===== src/rtl/mux4_rr_arbiter.sv =====
// Round-robin arbiter for a shared mux_4x1. The owner keeps its grant for as long as it holds
// its request. Optional hold-limit preemption is built only when ARB_HOLD_LIMIT_EN is defined.
module mux4_rr_arbiter #(
    parameter int unsigned MAX_HOLD = 8,
    parameter int unsigned HOLD_W   = 4
) (
    input  logic       clk,
    input  logic       rst,
    input  logic [3:0] req,
    output logic [3:0] gnt,
    output logic       gnt_valid,
    output logic       s1,
    output logic       s0
);

    if (MAX_HOLD < 1 || MAX_HOLD > 15 || (1 << HOLD_W) <= MAX_HOLD) begin : g_param_check
        $error("mux4_rr_arbiter: illegal MAX_HOLD/HOLD_W combination");
    end

    typedef enum logic {StIdle, StGrant} state_e;

    state_e     state_q, state_d;
    logic [1:0] ptr_q, ptr_d;
    logic [1:0] sel_q, sel_d;
    logic [3:0] gnt_q, gnt_d;
    logic       valid_q, valid_d;
    logic       preempt;
    logic       release_now;
    logic [2:0] pick;

    // Returns {found, index} of the first set bit at or after start, wrapping 3->0.
    function automatic logic [2:0] rr_pick(input logic [3:0] r, input logic [1:0] start);
        logic [2:0] res;
        logic [1:0] idx;
        res = 3'b000;
        for (int k = 3; k >= 0; k--) begin
            idx = start + 2'(k);
            if (r[idx]) res = {1'b1, idx};
        end
        return res;
    endfunction

    assign release_now = (state_q == StGrant) && (!req[sel_q] || preempt);

`ifdef ARB_HOLD_LIMIT_EN
    localparam logic [HOLD_W-1:0] HoldMax = HOLD_W'(MAX_HOLD - 1);

    logic [HOLD_W-1:0] hold_q, hold_d;

    assign preempt = (state_q == StGrant) && req[sel_q] && (hold_q == HoldMax) &&
                     (|(req & ~gnt_q));

    always_comb begin
        hold_d = hold_q;
        if (state_q == StGrant) begin
            if (release_now) begin
                hold_d = '0;
            end else if (hold_q != HoldMax) begin
                hold_d = hold_q + 1'b1;
            end
        end
    end

    always_ff @(posedge clk) begin
        if (rst) hold_q <= '0;
        else     hold_q <= hold_d;
    end
`else
    assign preempt = 1'b0;
`endif

    always_comb begin
        state_d = state_q;
        ptr_d   = ptr_q;
        sel_d   = sel_q;
        gnt_d   = gnt_q;
        valid_d = valid_q;
        pick    = 3'b000;
        unique case (state_q)
            StIdle: begin
                pick = rr_pick(req, ptr_q);
                if (pick[2]) begin
                    state_d = StGrant;
                    sel_d   = pick[1:0];
                    gnt_d   = 4'b0001 << pick[1:0];
                    valid_d = 1'b1;
                end
            end
            StGrant: begin
                if (release_now) begin
                    ptr_d = sel_q + 2'd1;
                    // The departing owner is masked so everyone else is served first.
                    pick  = rr_pick(req & ~gnt_q, sel_q + 2'd1);
                    if (pick[2]) begin
                        sel_d = pick[1:0];
                        gnt_d = 4'b0001 << pick[1:0];
                    end else begin
                        state_d = StIdle;
                        gnt_d   = 4'b0000;
                        valid_d = 1'b0;
                    end
                end
            end
            default: ;
        endcase
    end

    always_ff @(posedge clk) begin
        if (rst) begin
            state_q <= StIdle;
            ptr_q   <= 2'd0;
            sel_q   <= 2'd0;
            gnt_q   <= 4'b0000;
            valid_q <= 1'b0;
        end else begin
            state_q <= state_d;
            ptr_q   <= ptr_d;
            sel_q   <= sel_d;
            gnt_q   <= gnt_d;
            valid_q <= valid_d;
        end
    end

    assign gnt       = gnt_q;
    assign gnt_valid = valid_q;
    assign s1        = sel_q[1];
    assign s0        = sel_q[0];

endmodule


===== config.mk =====
export PLATFORM = sky130hd
export DESIGN_NAME = mux4_rr_arbiter
export DESIGN_NICKNAME = d
export VERILOG_FILES = /design/src/rtl/mux4_rr_arbiter.sv
export SDC_FILE = /design/constraint.sdc
export NUM_CORES = 1
export LEC_CHECK = 0
export BUFFER_PORTS_ARGS = -buffer_cell sky130_fd_sc_hd__clkbuf_2
export CAP_MARGIN = 15
export CORE_UTILIZATION = 49
export CTS_BUF_LIST = sky130_fd_sc_hd__clkbuf_4 sky130_fd_sc_hd__clkbuf_8
export DETAILED_ROUTE_END_ITERATION = 8
export GPL_TIMING_DRIVEN = 0
export PLACE_DENSITY = 0.83
export SKIP_LAST_GASP = 1
export SLEW_MARGIN = 0
export SYNTH_ARGS = -nofsm -noshare
export SYNTH_HDL_FRONTEND = slang
export SYNTH_SLANG_ARGS = --single-unit

===== constraint.sdc =====
create_clock -name clk -period 3.4 [get_ports clk]
set_input_delay 0.17 -clock clk [delete_from_list [all_inputs] [get_ports clk]]
set_output_delay 0.17 -clock clk [all_outputs]
set_load 0.02 [all_outputs]

==> impl_metrics.csv, run 1 <==
group,metric,value,unit
yosys,synth_warnings,0,
routing,ant_nets,0,
yosys,synth_area,760.7,sq um
clock_tree,cts_resized,0,
global_routing,grt-ovfl-total,0,
timing,period_share,0.5549,
layout,n_antenna_cell,0,
clock_tree,cts_setup_buffers,0,
layout,finalInstanceArea,865.8,sq um
setup_path,critPathLaunchType,"register",
clock_tree,htreeDepth,1,
clock_tree,cts_root_buf,"clkbuf_4",
setup_path,cp_cell_sequence,"mux2_2 -> a2bb2oi_2 -> or4_1 -> a21boi_1 -> nor2_1",
floorplan,die_x,41.40,microns
floorplan,fp.dieH,41.40,microns
floorplan,core,1366,sq um
layout,nets,119,
yosys,syn-num-nets,104,
layout,multi_input_area,521.8,sq um
timing,fin_tns_setup,0,ns
power,peakVddDrop,0.0003109,V
timing,maxSlewViolCount,0,
setup_path,crit_fanout,8,
global_routing,grt_usage,0.2313,
clock_tree,cts_buffer_depth,2,
setup_path,critPathMaxStageDelay,0.57,ns
layout,fillers,125,
routing,wire_per_inst,14.28,microns
timing,max_clock_freq,0.5301,GHz
power,power.density,495.3,nW/um^2
yosys,synthTopCellsByCount,"10 x dfxtp_1, 10 x nor2_1, 6 x a21oi_1, 6 x nand2_1",
floorplan,die_area,1714,sq um
timing,worstMarginPinSlew,0.5790,ns
timing,hold_viol,0,
layout,drive_above_1_share,0.1696,
yosys,netlist_top_cells_area,"dfxtp_1 26%, mux2i_1 6.6%, a311oi_1 5.8%",
routing,drc,0,
job,maxCapViolations,0,
setup_path,worstPathArrival,2.04,ns
global_routing,grt_pass1_wl,3167,microns
routing,drt_iter0_markers,25,
timing,setup_viol,0,
layout,register_area,200.2,sq um
routing,firstDrtPassIters,4,
setup_path,slowest_stage,"or4_1",
routing,num_vias,795,
global_routing,antenna_found_initial,0,
yosys,syn-instance-count,98,
timing,clock_skew,0.004745,ns
yosys,synth_seq_cells,10,
global_routing,grt_pass1_vias,714,
clock_tree,ctsHoldBuffers,0,
yosys,synth_top_area_cell,"dfxtp_1",
yosys,synth_cell_types,40,
setup_path,cp.required,3.56,ns
clock_tree,cts_tree,"done",
yosys,synth_flop_cell,"dfxtp_1",
placement,place.gp.congestion,0.9963,
layout,area_delta_synth_final,13.82,%
outcome,status,"finished clean",
power,cellLeakagePower,0.0003554,uW
placement,port_buffers,10,
yosys,ys_seq_area_frac,0.2632,
hold_path,hold_depth,2,
setup_path,endpoint_kind,"register",
yosys,avgSynthCellArea,7.763,sq um
timing,slew_headroom,0.6114,
yosys,synth_edf_count,0,
floorplan,rows,13,
routing,routed_wirelength,1813,microns
placement,post_dp_cell_area,829.5,sq um
setup_path,critical_path_class,"register to register",
hold_path,hold_class,"primary input to register",
yosys,async_flop_share,0,
routing,via_per_inst,6.260,
setup_path,rr_worst_depth,5,
clock_tree,clk_pin_slew,0.07,ns
clock_tree,cts_made_buffers,3,
floorplan,pin_count,13,
timing,period_needed,1.887,ns
global_routing,grt_max_degree,11,
timing,grt_setup_unrepaired,"false",
clock_tree,worstSkewPairLatency,0.28,ns
clock_tree,clock-sinks,10,
floorplan,floorplan.initialDensity,0.5568,
placement,dp_hpwl,1302,microns
yosys,synth_top_area_share,0.2632,
state kept, by name (all words and copies together), names as in the netlist:
name,flops
gnt,4
gnt_valid,1
ptr_q,2
sel_q,2
state_q,1
layer usage:
metal,wire (microns),global-route usage
met5,0,0
met4,46,0.1355
met3,115,0.02609
met2,798,0.3281
met1,852,0.3333
kinds of logic after synthesis:
kind of cell	synth area share
simple gates	0.3125
compound gates	0.2813
flops	0.2632
buf+inv	0.05098
mux	0.08059
xor+xnor	0.01152
placed cells by master, fill, tap and decap left out, drive strengths merged, types with 5 or more instances in the layout:
| cell | Yosys | layout |
|---|---|---|
| nand2b | 5 | 5 |
| dfxtp | 10 | 10 |
| a311oi | 5 | 5 |
| nand2 | 6 | 6 |
| inv | 5 | 5 |
| mux2i | 5 | 5 |
| a21oi | 6 | 6 |
| nor2 | 10 | 10 |
| clkbuf | 0 | 14 |
power by group:
group	switching, uW	leakage, uW	internal (uW)
clock	46.7	0.0000210	65.2
combinational	97.8	0.000251	66.8
sequential	19.2	0.0000829	133
metrics by stage:
| stage | worst slack [ns] | power (uW) | cells | utilization | hold WS [ns] |
|---|---|---|---|---|---|
| floorplan | 1.489 | 275.6 | 98 | - | 0.4224 |
| detailed placement | 1.519 | 316.3 | 123 | 0.6071 | 0.4822 |
| finish | 1.513 | 428.8 | 127 | 0.6337 | 0.2848 |
| global placement | 1.519 | 312.3 | 123 | 0.6071 | 0.4684 |
| CTS | 1.506 | 427.9 | 127 | 0.6337 | 0.2825 |
| global route | 1.367 | 457.7 | 127 | 0.6337 | 0.3042 |
layout make-up:
| class | instances | area share |
|---|---|---|
| inverter | 5 | 0.02168 |
| tap | 15 | 0.02168 |
| buffer | 3 | 0.02312 |
| timing repair buffer | 10 | 0.05780 |
| multi-input combinational | 80 | 0.6026 |
| clock buffer | 4 | 0.04191 |
| sequential | 10 | 0.2312 |
critical path: cells and delay by family, from the launching register on:
family / cells / cell delay (ns)
AND/OR/NAND/NOR: 2 / 0.62
flip-flops: 1 / 0.41
multiplexers: 1 / 0.37
AO/OA/AOI/OAI: 2 / 0.37
path summary, 6_finish.rpt:
check / startpoint / to / slack, ns
worst min-delay path: rst / ptr_q[1] / 0.28
worst max register to register: sel_q[1] / gnt_valid / 1.51
worst min register to register: gnt_valid / gnt_valid / 0.50
worst max-delay path: sel_q[1] / gnt_valid / 1.51
Note: power is estimated with default switching activity, not from simulation.
==> run 2, diff against run 1 <==
--- a/config.mk
+++ b/config.mk
@@ -5,13 +5,14 @@
 export SDC_FILE = /design/constraint.sdc
 export NUM_CORES = 1
 export LEC_CHECK = 0
+export ABC_AREA = 1
 export BUFFER_PORTS_ARGS = -buffer_cell sky130_fd_sc_hd__clkbuf_2
 export CAP_MARGIN = 15
 export CORE_UTILIZATION = 49
 export CTS_BUF_LIST = sky130_fd_sc_hd__clkbuf_4 sky130_fd_sc_hd__clkbuf_8
 export DETAILED_ROUTE_END_ITERATION = 8
 export GPL_TIMING_DRIVEN = 0
-export PLACE_DENSITY = 0.83
+export PLACE_DENSITY = 0.82
 export SKIP_LAST_GASP = 1
 export SLEW_MARGIN = 0
 export SYNTH_ARGS = -nofsm -noshare
==> constraint.sdc (replaced) <==
create_clock -name clk -period 1.8 [get_ports clk]
set_input_delay 0.09 -clock clk [delete_from_list [all_inputs] [get_ports clk]]
set_output_delay 0.09 -clock clk [all_outputs]
set_load 0.02 [all_outputs]
==> run 2 against run 1 <==
  * Combinational power rose to 10 times the previous value
  * Worst setup slack got worse by 1.3 ns
  * Global-route usage rose by 0.52 points
  * Flip-flop and latch count did not move
  * Synthesized cell count rose by 64%
  * Critical path type unchanged
  * Critical endpoint is now sel_q[0]
==> impl_metrics.csv, run 2 <==
group,metric,value,unit
setup_path,critPathTopFamily,"compound AO/OA/AOI/OAI gates",
clock_tree,cts_root_buf,"clkbuf_4",
clock_tree,clock-sinks,10,
setup_path,critical_path_class,"register to register",
power,peakVddDrop,0.001214,V
setup_path,crit_fanout,10,
timing,period_share,0.8941,
outcome,status,"finished clean",
clock_tree,cts_tree,"done",
yosys,synth_warnings,0,
floorplan,die_area,2177,sq um
clock_tree,cts_made_buffers,3,
placement,port_buffers,12,
timing,period_needed,1.609,ns
floorplan,pin_count,13,
layout,drive_above_1_share,0.2330,
yosys,post-synth-top-count-cell,"nand2_1",
clock_tree,clk_pin_slew,0.06,ns
setup_path,cp_cell_sequence,"buf_6 -> inv_4 -> o21ai_1 -> a21oi_1 -> nor2_4 -> nand2_4 -> o21ai_2 -> inv_2 -> a21oi_1 -> nor2_1",
timing,slew_headroom,0.7481,
yosys,ys_seq_area_frac,0.2049,
yosys,synth_seq_cells,10,
global_routing,grt_usage,0.2364,
setup_path,endpoint,"sel_q[0]",
placement,post_dp_cell_area,1069,sq um
layout,area_delta_synth_final,11.91,%
yosys,synth_top_area_share,0.2049,
yosys,syn-num-nets,167,
timing,grt_setup_unrepaired,"false",
clock_tree,htreeDepth,1,
routing,ant_nets,0,
floorplan,rows,15,
global_routing,antenna_found_initial,0,
floorplan,die_x,46.66,microns
timing,hold_viol,0,
floorplan,core,1802,sq um
yosys,synth_flop_cell,"dfxtp_1",
routing,wire_per_inst,11.25,microns
setup_path,crit_start,"sel_q[0]",
routing,firstDrtPassIters,4,
power,power.density,2049,nW/um^2
yosys,synthTopCellsByCount,"46 x nand2_1, 19 x nand3_1, 15 x nor2_1",
global_routing,grt-ovfl-total,0,
global_routing,grt_max_degree,11,
routing,drc,0,
power,cellLeakagePower,0.0005653,uW
setup_path,crit_top_cell,"a21oi_1",
yosys,synth_area,977.2,sq um
placement,pre_cts_slack,0.1796,ns
setup_path,r2r_end,"sel_q[0]",
timing,maxSlewViolCount,0,
yosys,synth_top_area_cell,"dfxtp_1",
setup_path,rr_worst_depth,10,
layout,nets,184,
layout,largest_reg_flops,4,
layout,n_antenna_cell,0,
routing,via_per_inst,5.313,
yosys,netlist_top_cells_area,"dfxtp_1 20%, nand2_1 18%, nand3_1 9.7%",
clock_tree,cts_setup_buffers,0,
setup_path,slowest_stage,"dfxtp_1",
routing,num_vias,1068,
yosys,synth_edf_count,0,
setup_path,cp.required,1.95,ns
setup_path,crit_cells,10,
setup_path,crit_buf_inv,3,
floorplan,floorplan.initialDensity,0.5424,
setup_path,reg2reg_setup_slack,0.19,ns
yosys,async_flop_share,0,
yosys,avgSynthCellArea,6.069,sq um
timing,fin_tns_setup,0,ns
placement,place.gp.congestion,0.8580,
routing,routed_wirelength,2262,microns
yosys,synth_cell_types,25,
setup_path,r2r-start,"sel_q[0]",
layout,layout_common_cells,"46 x nand2_1, 19 x nand3_1, 14 x nor2_1",
setup_path,critPathLaunchType,"register",
setup_path,endpoint_kind,"register",
timing,max_clock_freq,0.6213,GHz
timing,setup_viol,0,
global_routing,grt_pass1_vias,879,
job,maxCapViolations,0,
floorplan,fp.dieH,46.66,microns
power,totalPowerFinal,2240,uW
setup_path,critPathMaxStageDelay,0.35,ns
setup_path,worstPathArrival,1.76,ns
layout,finalInstanceArea,1094,sq um
timing,worstMarginPinSlew,0.3756,ns
layout,layout_commonest_cell,"nand2_1",
routing,drt_iter0_markers,32,
clock_tree,worstSkewPairLatency,0.26,ns
hold_path,hold_class,"primary input to register",
hold_path,hold_depth,2,
timing,setup_ws,0.1905,ns
placement,dp_hpwl,1847,microns
timing,clock_skew,0.005767,ns
clock_tree,cts_buffer_depth,2,
global_routing,grt_pass1_wl,3615,microns
yosys,syn-instance-count,161,
## run 2: cell count changes after synthesis, sizes merged, moves of 7 or more
cell,delta
nand3,+19
o21ai,+13
nand2,+47
inv,+14
nor2,+7
## run 2: what timing repair did
action                                  CTS  global route
resized for setup                         0             1
hold buffers                              0             0
endpoints found under the setup margin    0             2
## run 2: worst reg2reg max path, cell delays in order (launching register included)
cell and delay, ns:
dfxtp_1 0.35, buf_6 0.17, inv_4 0.08, o21ai_1 0.12, a21oi_1 0.08, nor2_4 0.16, nand2_4 0.09, o21ai_2 0.22
inv_2 0.05, a21oi_1 0.12, nor2_1 0.05
## run 2: cells by family (layout without fill, tap and decap cells)
family | Yosys count | after routing | share of synthesized area
XOR/XNOR | 3 | 3 | 0.04610
AND/OR/NAND/NOR | 96 | 96 | 0.4725
AO/OA/AOI/OAI | 29 | 29 | 0.1588
flip-flops | 10 | 10 | 0.2049
buffers and inverters | 23 | 38 | 0.1178
## run 2: cell type report
cell class	instances	area [sq um]
Buffer	4	38.79
Clock buffer	3	22.52
Fill cell	184	708.2
Inverter	19	76.32
Multi-Input combinational cell	128	664.4
Sequential cell	10	200.2
Tap cell	25	31.28
Timing Repair Buffer	12	60.06
## run 2: worst min-delay path by stage
stage	startpoint	endpoint
3_3_place_gp	rst	state_q
3_5_place_dp	rst	state_q
2_1_floorplan	rst	gnt_valid
6_report	rst	gnt_valid
4_1_cts	rst	state_q
5_1_grt	rst	gnt_valid
## run 2: power by group
group          internal, uW  switching (uW)
Sequential              314            72.7
Clock                  76.8            67.3
Combinational           588            1120
## run 2: metal layers
metal  vias to the layer above  wire length, microns  track usage
li1                        560                     -            -
met1                       482                   978       0.2787
met2                        26                  1184       0.4139
met3                         0                    99      0.05882
met4                         0                     0      0.07429
met5                         -                     0            0
## run 2: stage by stage
step	std cells	hold WS (ns)	utilization
detailed placement	198	0.2832	0.5931
global route	201	0.001332	0.6069
floorplan	161	0.1591	-
global placement	198	0.2764	0.5931
finish	201	0.01161	0.6069
CTS	201	0.01163	0.6056
==> run 3, diff against run 2 <==
==> constraint.sdc (replaced) <==
create_clock -name clk -period 2 [get_ports clk]
set_input_delay 0.1 -clock clk [delete_from_list [all_inputs] [get_ports clk]]
set_output_delay 0.1 -clock clk [all_outputs]
set_load 0.005 [all_outputs]
==> run 3 against run 2 <==
  * Highest routed layer unchanged
  * Non-clock buffer count unchanged
  * Critical path depth unchanged
  * Routed wire length increased by 0.97%
  * Core utilization decreased by 0.14 points
  * Critical path type unchanged
  * Clock-buffer cell count unchanged
  * Hold slack improved by 0.010 ns
  * Flip-flop and latch count unchanged
  * Cell area decreased by 0.23%
  * Final cell count unchanged
  * Maximum frequency decreased by 3.0%
  * Largest cell class unchanged
  * Worst setup slack improved by 0.15 ns
==> impl_metrics.csv, run 3 (synthesized netlist as in run 2, its figures left out) <==
group,metric,value,unit
timing,clock_skew,0.005798,ns
timing,slew_headroom,0.7481,
routing,num_vias,1073,
layout,largest_reg_flops,4,
floorplan,rows,15,
placement,port_buffers,12,
layout,multi_input_area,661.9,sq um
layout,register_area,200.2,sq um
clock_tree,cts_setup_buffers,0,
setup_path,critical_path_class,"register to register",
power,cellLeakagePower,0.0005654,uW
clock_tree,htreeDepth,1,
floorplan,fp.dieH,46.66,microns
routing,ant_nets,0,
layout,n_antenna_cell,0,
timing,hold_viol,0,
layout,fillers,185,
setup_path,endpoint_kind,"register",
routing,drt_iter0_markers,34,
clock_tree,ctsHoldBuffers,0,
timing,max_clock_freq,0.6027,GHz
clock_tree,worstSkewPairLatency,0.26,ns
timing,grt_setup_unrepaired,"false",
setup_path,worstPathArrival,1.81,ns
global_routing,grt_pass1_wl,3615,microns
layout,finalInstanceArea,1091,sq um
job,maxCapViolations,0,
layout,area_delta_synth_final,11.65,%
floorplan,core,1802,sq um
setup_path,cp.required,2.15,ns
global_routing,grt_pass1_vias,879,
timing,maxSlewViolCount,0,
routing,routed_wirelength,2284,microns
layout,nets,184,
floorplan,floorplan.initialDensity,0.5424,
clock_tree,cts_tree,"done",
timing,fin_hold_ws,0.02158,ns
global_routing,grt_usage,0.2364,
clock_tree,cts_made_buffers,3,
routing,firstDrtPassIters,4,
timing,worstMarginPinSlew,0.3756,ns
setup_path,crit_fanout,10,
floorplan,die_area,2177,sq um
power,power.density,1777,nW/um^2
routing,via_per_inst,5.338,
clock_tree,clk_pin_slew,0.06,ns
outcome,status,"finished clean",
layout,layout_common_cells,"46 x nand2_1, 19 x nand3_1, 15 x nor2_1",
timing,setup_viol,0,
setup_path,critPathLaunchType,"register",
layout,layout_commonest_cell,"nand2_1",
clock_tree,clock-sinks,10,
floorplan,pin_count,13,
routing,wire_per_inst,11.36,microns
global_routing,grt_max_degree,11,
global_routing,grt-ovfl-total,0,
timing,setup_ws,0.3409,ns
placement,dp_hpwl,1847,microns
timing,period_needed,1.659,ns
floorplan,die_x,46.66,microns
placement,post_dp_cell_area,1069,sq um
layout,drive_above_1_share,0.2273,
global_routing,antenna_found_initial,0,
hold_path,hold_class,"primary input to register",
routing,drc,0,
power,peakVddDrop,0.001091,V
timing,fin_tns_setup,0,ns
clock_tree,cts_resized,0,
clock_tree,cts_buffer_depth,2,
timing,period_share,0.8296,
placement,pre_cts_slack,0.3796,ns
clock_tree,cts_root_buf,"clkbuf_4",
placement,place.gp.congestion,0.8580,
-- run 3: cell counts in the layout (fill, tap and decap cells not counted) --
Identical to the previous run, type by type.
-- run 3: critical path: stages, from the launching register on --
cell     delay (ns)
dfxtp_1        0.35
buf_6          0.17
inv_4          0.08
o21ai_1        0.23
nand3_1        0.10
nor2_1         0.26
nor2_1         0.08
nand3_1        0.09
nor2_1         0.05
nor2_1         0.10
nor2_1         0.04
-- run 3: final cells by class --
cell class              count  area share
plain buffers               4     0.03555
clock buffers               3     0.02064
well taps                  25     0.02867
repair buffers             12     0.05505
multi-input cells         128      0.6066
inverters                  19     0.06995
flip-flops and latches     10      0.1835
-- run 3: power by group --
part	switching (uW)	internal, uW
Clock	60.8	69.1
Sequential	65.3	283
Combinational	935	526
Total	1060	878
-- run 3: final timing paths --
path / depth (start not counted) / from / to / slack, ns
max: 10 / sel_q[0] / gnt[0] / 0.34
min: 2 / rst / gnt_valid / 0.02
max reg2reg: 10 / sel_q[0] / gnt[0] / 0.34
min reg2reg: 2 / gnt_valid / gnt_valid / 0.46
-- run 3: stage by stage --
step | std cells | utilization | power, uW
2_1_floorplan | 161 | - | 1499
3_3_place_gp | 198 | 0.5931 | 1746
3_5_place_dp | 198 | 0.5931 | 1801
4_1_cts | 201 | 0.6056 | 1935
5_1_grt | 201 | 0.6056 | 2140
6_report | 201 | 0.6056 | 1939
-- run 3: per-layer routing --
metal  share of wire  vias up  global-route usage
met5               0        -                   0
met4               0        0             0.07429
met1            0.44      491              0.2787
met3           0.039        0             0.05882
li1                -      559                   -
met2            0.52       23              0.4139
